File: src/rtl/if_stage_pkg.sv
// Shared definitions for the instruction-fetch stage: state encodings,
// default halt/bubble words and the J-type opcode shared with the hazard unit.
`default_nettype none

package if_stage_pkg;

  typedef enum logic [0:0] {
    IF_FETCH = 1'b0,
    IF_HALT  = 1'b1
  } if_state_e;

  localparam logic [31:0] DEF_HALT_INST = 32'hFFFF_FFFF;
  localparam logic [31:0] DEF_NOP_INST  = 32'h0000_0000;
  localparam logic [5:0]  INST_J_TYPE   = 6'b000010;

  function automatic logic [31:0] pc_plus4(input logic [31:0] p);
    return p + 32'd4;
  endfunction

  function automatic logic is_j_type(input logic [31:0] inst);
    return inst[31:26] == INST_J_TYPE;
  endfunction

endpackage

`default_nettype wire

File: src/rtl/if_stage_perf_cnt.sv
// if_perf_cnt: wrapping fetch/stall event counters for the fetch stage.
// Only instantiated when IF_PERF_CNT_EN is defined.
`default_nettype none

module if_perf_cnt (
  input  logic        clk,
  input  logic        rst,
  input  logic        i_fetch_inc,
  input  logic        i_stall_inc,
  output logic [31:0] o_fetch_cnt,
  output logic [31:0] o_stall_cnt
);

  logic [31:0] r_fetch_cnt;
  logic [31:0] r_stall_cnt;

  always_ff @(posedge clk) begin
    if (rst) begin
      r_fetch_cnt <= 32'd0;
      r_stall_cnt <= 32'd0;
    end else begin
      if (i_fetch_inc) r_fetch_cnt <= r_fetch_cnt + 32'd1;
      if (i_stall_inc) r_stall_cnt <= r_stall_cnt + 32'd1;
    end
  end

  assign o_fetch_cnt = r_fetch_cnt;
  assign o_stall_cnt = r_stall_cnt;

endmodule

`default_nettype wire

File: src/rtl/if_stage.sv
// if_stage: PC register, IF/ID pipeline register and instruction-memory request.
// Optional macro IF_PERF_CNT_EN adds fetch_cnt / stall_cnt outputs.
`default_nettype none

module if_stage
  import if_stage_pkg::*;
#(
  parameter logic [31:0] RESET_PC  = 32'h0000_0000,
  parameter logic [31:0] HALT_INST = DEF_HALT_INST,
  parameter logic [31:0] NOP_INST  = DEF_NOP_INST
) (
  input  logic        clk,
  input  logic        rst,
  input  logic        nWrite_PC,
  input  logic        nWrite_IF_ID,
  input  logic        flush_IF_ID,
  input  logic [31:0] j_target,
  output logic        imem_req,
  output logic [31:0] imem_addr,
  input  logic        imem_ready,
  input  logic [31:0] imem_rdata,
  output logic [31:0] inst_IF_ID,
  output logic [31:0] pc4_IF_ID,
  output logic        valid_IF_ID,
  output logic [31:0] pc,
  output logic        halted
`ifdef IF_PERF_CNT_EN
  ,
  output logic [31:0] fetch_cnt,
  output logic [31:0] stall_cnt
`endif
);

  if_state_e   r_state, w_state_nxt;
  logic [31:0] r_pc, w_pc_nxt;
  logic [31:0] r_inst, w_inst_nxt;
  logic [31:0] r_pc4, w_pc4_nxt;
  logic        r_valid, w_valid_nxt;
  logic [31:0] w_pc_plus4;
  logic        w_is_halt;

  assign w_pc_plus4 = pc_plus4(r_pc);
  assign w_is_halt  = (imem_rdata == HALT_INST);

  always_ff @(posedge clk) begin
    if (rst) begin
      r_state <= IF_FETCH;
      r_pc    <= RESET_PC;
      r_inst  <= NOP_INST;
      r_pc4   <= 32'd0;
      r_valid <= 1'b0;
    end else begin
      r_state <= w_state_nxt;
      r_pc    <= w_pc_nxt;
      r_inst  <= w_inst_nxt;
      r_pc4   <= w_pc4_nxt;
      r_valid <= w_valid_nxt;
    end
  end

  always_comb begin
    w_state_nxt = r_state;
    w_pc_nxt    = r_pc;
    w_inst_nxt  = r_inst;
    w_pc4_nxt   = r_pc4;
    w_valid_nxt = r_valid;
    case (r_state)
      IF_FETCH: begin
        if (nWrite_IF_ID) begin
          // Stall: keep everything; the J (if any) stays in ID and re-flushes later.
          w_pc_nxt = r_pc;
        end else if (flush_IF_ID) begin
          if (!nWrite_PC) w_pc_nxt = j_target;
          w_inst_nxt  = NOP_INST;
          w_pc4_nxt   = 32'd0;
          w_valid_nxt = 1'b0;
        end else if (imem_ready) begin
          w_inst_nxt  = imem_rdata;
          w_pc4_nxt   = w_pc_plus4;
          w_valid_nxt = 1'b1;
          if (w_is_halt) begin
            w_state_nxt = IF_HALT;
          end else if (!nWrite_PC) begin
            w_pc_nxt = w_pc_plus4;
          end
        end else begin
          w_inst_nxt  = NOP_INST;
          w_pc4_nxt   = 32'd0;
          w_valid_nxt = 1'b0;
        end
      end
      IF_HALT: begin
        if (!nWrite_IF_ID) begin
          w_inst_nxt  = NOP_INST;
          w_pc4_nxt   = 32'd0;
          w_valid_nxt = 1'b0;
        end
      end
      default: begin
        w_state_nxt = IF_FETCH;
      end
    endcase
  end

  assign imem_req    = (r_state == IF_FETCH);
  assign imem_addr   = r_pc;
  assign pc          = r_pc;
  assign inst_IF_ID  = r_inst;
  assign pc4_IF_ID   = r_pc4;
  assign valid_IF_ID = r_valid;
  assign halted      = (r_state == IF_HALT);

`ifdef IF_PERF_CNT_EN
  logic w_fetch_inc;
  logic w_stall_inc;

  assign w_fetch_inc = (r_state == IF_FETCH) && !nWrite_IF_ID && !flush_IF_ID && imem_ready;
  assign w_stall_inc = (r_state == IF_FETCH) && (nWrite_IF_ID || !imem_ready);

  if_perf_cnt u_perf_cnt (
    .clk         (clk),
    .rst         (rst),
    .i_fetch_inc (w_fetch_inc),
    .i_stall_inc (w_stall_inc),
    .o_fetch_cnt (fetch_cnt),
    .o_stall_cnt (stall_cnt)
  );
`endif

endmodule

`default_nettype wire

File: config.mk
export PLATFORM = sky130hd
export DESIGN_NAME = if_stage
export DESIGN_NICKNAME = d
export VERILOG_FILES = /design/src/rtl/if_stage_pkg.sv /design/src/rtl/if_stage_perf_cnt.sv /design/src/rtl/if_stage.sv
export SDC_FILE = /design/constraint.sdc
export NUM_CORES = 1
export LEC_CHECK = 0
export ABC_AREA = 1
export BUFFER_PORTS_ARGS = -buffer_cell sky130_fd_sc_hd__buf_2
export CORE_MARGIN = 4
export CORE_UTILIZATION = 50
export CTS_CLUSTER_SIZE = 30
export DETAILED_ROUTE_END_ITERATION = 16
export GPL_ROUTABILITY_DRIVEN = 0
export PLACE_DENSITY = 0.8
export SETUP_SLACK_MARGIN = 0.5
export SYNTH_ARGS = -nofsm -noshare
export SYNTH_HDL_FRONTEND = slang
export SYNTH_HIERARCHICAL = 1
export SYNTH_SLANG_ARGS = --single-unit
File: constraint.sdc
create_clock -name clk -period 5.4 [get_ports clk]
set_clock_uncertainty 0.2 [all_clocks]
set_input_delay 0.27 -clock clk [delete_from_list [all_inputs] [get_ports clk]]
set_output_delay 0.27 -clock clk [all_outputs]
set_load 0.01 [all_outputs]
==> flow_metrics.env <==
export IMPL_outcome="finished clean"
export IMPL_cts_hold_buf=36
export IMPL_drt_total_wl_um=14830
export IMPL_ios=201
export IMPL_grt_max_degree=68
export IMPL_die_area_mm2=0.01183
export IMPL_antenna_found_initial=0
export IMPL_critPathBufInv=3
export IMPL_tns_ns=0
export IMPL_cp_max_fo=59
export IMPL_leakage_uw=0.003207
export IMPL_synth_fa_ha_area_share_pct=0.2464
export IMPL_tritoncts="yes"
export IMPL_synth_avg_cell_area_um2=6.363
export IMPL_wl_per_cell_um=13.21
export IMPL_post_route_min_period_ns=2.723
export IMPL_setup_viol=0
export IMPL_vias=5421
export IMPL_ys_types=26
export IMPL_post_dp_hpwl_um=10250
export IMPL_end_kind="flip-flop"
export IMPL_hold_viol=0
export IMPL_viasPerCell=4.827
export IMPL_antenna_left=0
export IMPL_max_freq_mhz=367.3
export IMPL_numCtsBuffers=9
export IMPL_route_detailed_drc=0
export IMPL_syn2layout_area_growth_pct=26.86
export IMPL_yosys_area_share_simple_pct=39.60
export IMPL_max_slew_worst_pin_slew_ns=1.076
export IMPL_numPortBuffers=200
export IMPL_yosys_warnings=6
export IMPL_cts_root_buf="clkbuf_8"
export IMPL_overflow=0
export IMPL_cts_sinks=98
export IMPL_critPathTopFamily="buffers and inverters"
export IMPL_startpoint_type="input pin"
export IMPL_grt_usage_pct=25.27
export IMPL_fillers=960
export IMPL_cpMostUsedCell="nand2_1"
export IMPL_r2r_slack_ns=3.18
export IMPL_finalCritPeriodShare_pct=50.42
export IMPL_path_class="in -> reg"
export IMPL_rsz0062_at_grt="false"
export IMPL_grt_pass1_vias=5057
export IMPL_finalNetCount=1053
export IMPL_crit_slowest_cell="clkinv_1"
export IMPL_clk_pin_slew_ns=0.10
export IMPL_clkLatencyLatePin_ns=0.37
export IMPL_drtIter0Drc=333
export IMPL_synth_compound_area_share_pct=7.787
export IMPL_die_h_um=108.8
export IMPL_cts_setup_buffers=0
export IMPL_syn_instance_count=798
export IMPL_slew_viol_final=0
export IMPL_placementRows=36
export IMPL_cts_resized=0
export IMPL_grt_first_pass_wirelength_um=23960
export IMPL_required_ns=5.51
export IMPL_cp_cell_sequence="buf_2 > clkinv_1 > nand2_1 > nand3_2 > buf_4 > nand2_1 > nand2_1 > nor2_1"
export IMPL_core_area_mm2=0.009819
export IMPL_drive_gt1_share_pct=24.52
export IMPL_arrival_ns=2.83
export IMPL_synth_seq_cells=98
export IMPL_chipWidth_um=108.8
export IMPL_cts_buffer_depth=2
export IMPL_ys_seq_area_share_pct=38.64
export IMPL_start_util_pct=51.71
export IMPL_synthMuxAreaShare_pct=0
export IMPL_p_total_uw=1515
export IMPL_crit_path_max_incr_delay_ns=0.87
export IMPL_cts_max_level=3
export IMPL_powerDensity_mw_per_mm2=235.1
export IMPL_synth_area_mm2=0.005077
export IMPL_firstDrtPassIters=4
export IMPL_hold_path_class="in -> reg"
export IMPL_synth_top_family_by_area="simple AND/OR/NAND/NOR gates"
export IMPL_slew_headroom_pct=28.21
export IMPL_peakVddDrop_v=0.0001563
export IMPL_synth_xor_area_share_pct=2.415
export IMPL_maxCapViolCount=0
export IMPL_synth_nets=869
[cell type report]
| cell class | count | area (µm²) | share of cell area (%) |
|---|---|---|---|
| diodes | 3 | 7.507 | 0.1166 |
| clock buffers | 10 | 137.6 | 2.137 |
| clock inverters | 6 | 61.31 | 0.9518 |
| inverters | 45 | 168.9 | 2.622 |
| multi-input cells | 588 | 2546 | 39.53 |
| flip-flops and latches | 98 | 1962 | 30.46 |
| well taps | 133 | 166.4 | 2.584 |
| repair buffers | 240 | 1391 | 21.60 |
[worst register-to-register path, delay by kind of cell, from the launching register on]
kind          cells  cell delay, ns
flops             1            0.47
fa+ha+maj         1            0.23
simple gates      9            1.23
[per-layer routing]
metal | vias up | share of wire (%) | routed length, µm | GRT usage [%]
met4 | 0 | 3.4 | 505 | 10.55
met3 | 42 | 6.5 | 970 | 5.033
met1 | 2380 | 42 | 6202 | 31.26
met2 | 200 | 48 | 7153 | 42.89
li1 | 2799 | - | - | -
met5 | - | 0 | 0 | 0
[metrics by stage]
step                      util [%]  hold WS [ns]  cell area, µm²  worst slack (ns)  cells
after detailed placement     59.82        0.2432            5874             2.332   1068
final                        65.60       0.01915            6441             2.677   1123
after global placement       59.82        0.2389            5874             2.394   1068
after CTS                    65.52     0.0002606            6434             2.708   1120
after floorplan                  -        0.2049            5077             3.517    798
after global routing         65.52       0.02996            6434             2.377   1120
[cells in the final DEF (no fill, tap or decap), types with 13 or more instances in the layout]
master and count:
nand2_1 331, nor2_1 94, a21oi_1 68, dlygate4sd3_1 36
inv_1 44, xor2_1 14, nor2_2 13, buf_2 200
nand3_1 38, dfxtp_1 98
[where the power goes]
group          internal, µW  total, µW  switching [µW]
registers               749        781            31.6
clock network           191        475             284
logic                   106        259             153
[sequential cells by signal, summed over array words and instances (netlist names)]
name and count:
halted 1, imem_addr 32, inst_IF_ID 32, pc4_IF_ID 32, valid_IF_ID 1
[kinds of logic (layout without fill, tap and decap cells)]
family,count (synthesis),in the layout
simple gates,495,495
buf+inv,112,301
flops,98,98
compound gates,78,78
xor+xnor,14,14
fa+ha+maj,1,1
other cells,0,3
[Yosys cell counts]
master / n / area [µm²]
a21oi_2: 1 / 8.760
a21oi_1: 68 / 340.3
nor2_2: 14 / 87.58
nor3_2: 1 / 10.01
nor2_4: 3 / 33.78
nand3_2: 2 / 20.02
buf_6: 2 / 22.52
inv_1: 44 / 165.2
nand2_2: 1 / 6.260
a31oi_1: 1 / 6.260
nor3_1: 1 / 5.000
xor2_1: 14 / 122.6
or2_1: 5 / 31.28
nand2_1: 331 / 1242
nor2_1: 94 / 352.8
buf_2: 9 / 45.04
ha_1: 1 / 12.51
nand4_1: 1 / 6.260
nand3_1: 38 / 190.2
clkinv_1: 1 / 3.750
and2_1: 3 / 18.77
clkbuf_1: 22 / 82.58
and3_1: 1 / 6.260
buf_4: 34 / 255.2
o21ai_0: 8 / 40.04
dfxtp_1: 98 / 1962
[path summary, 6_finish.rpt]
kind                            cells past startpoint                    endpoint                        from
worst max-delay path                                8  imem_addr[21]$_SDFFE_PP0P_                 flush_IF_ID
worst min-delay path                                5  imem_addr[24]$_SDFFE_PP0P_                j_target[24]
worst max register to register                     10  imem_addr[26]$_SDFFE_PP0P_   imem_addr[2]$_SDFFE_PP0P_
worst min register to register                      2  pc4_IF_ID[16]$_SDFFE_PP0P_  pc4_IF_ID[16]$_SDFFE_PP0P_
Note: power is estimated with default switching activity, not from simulation.
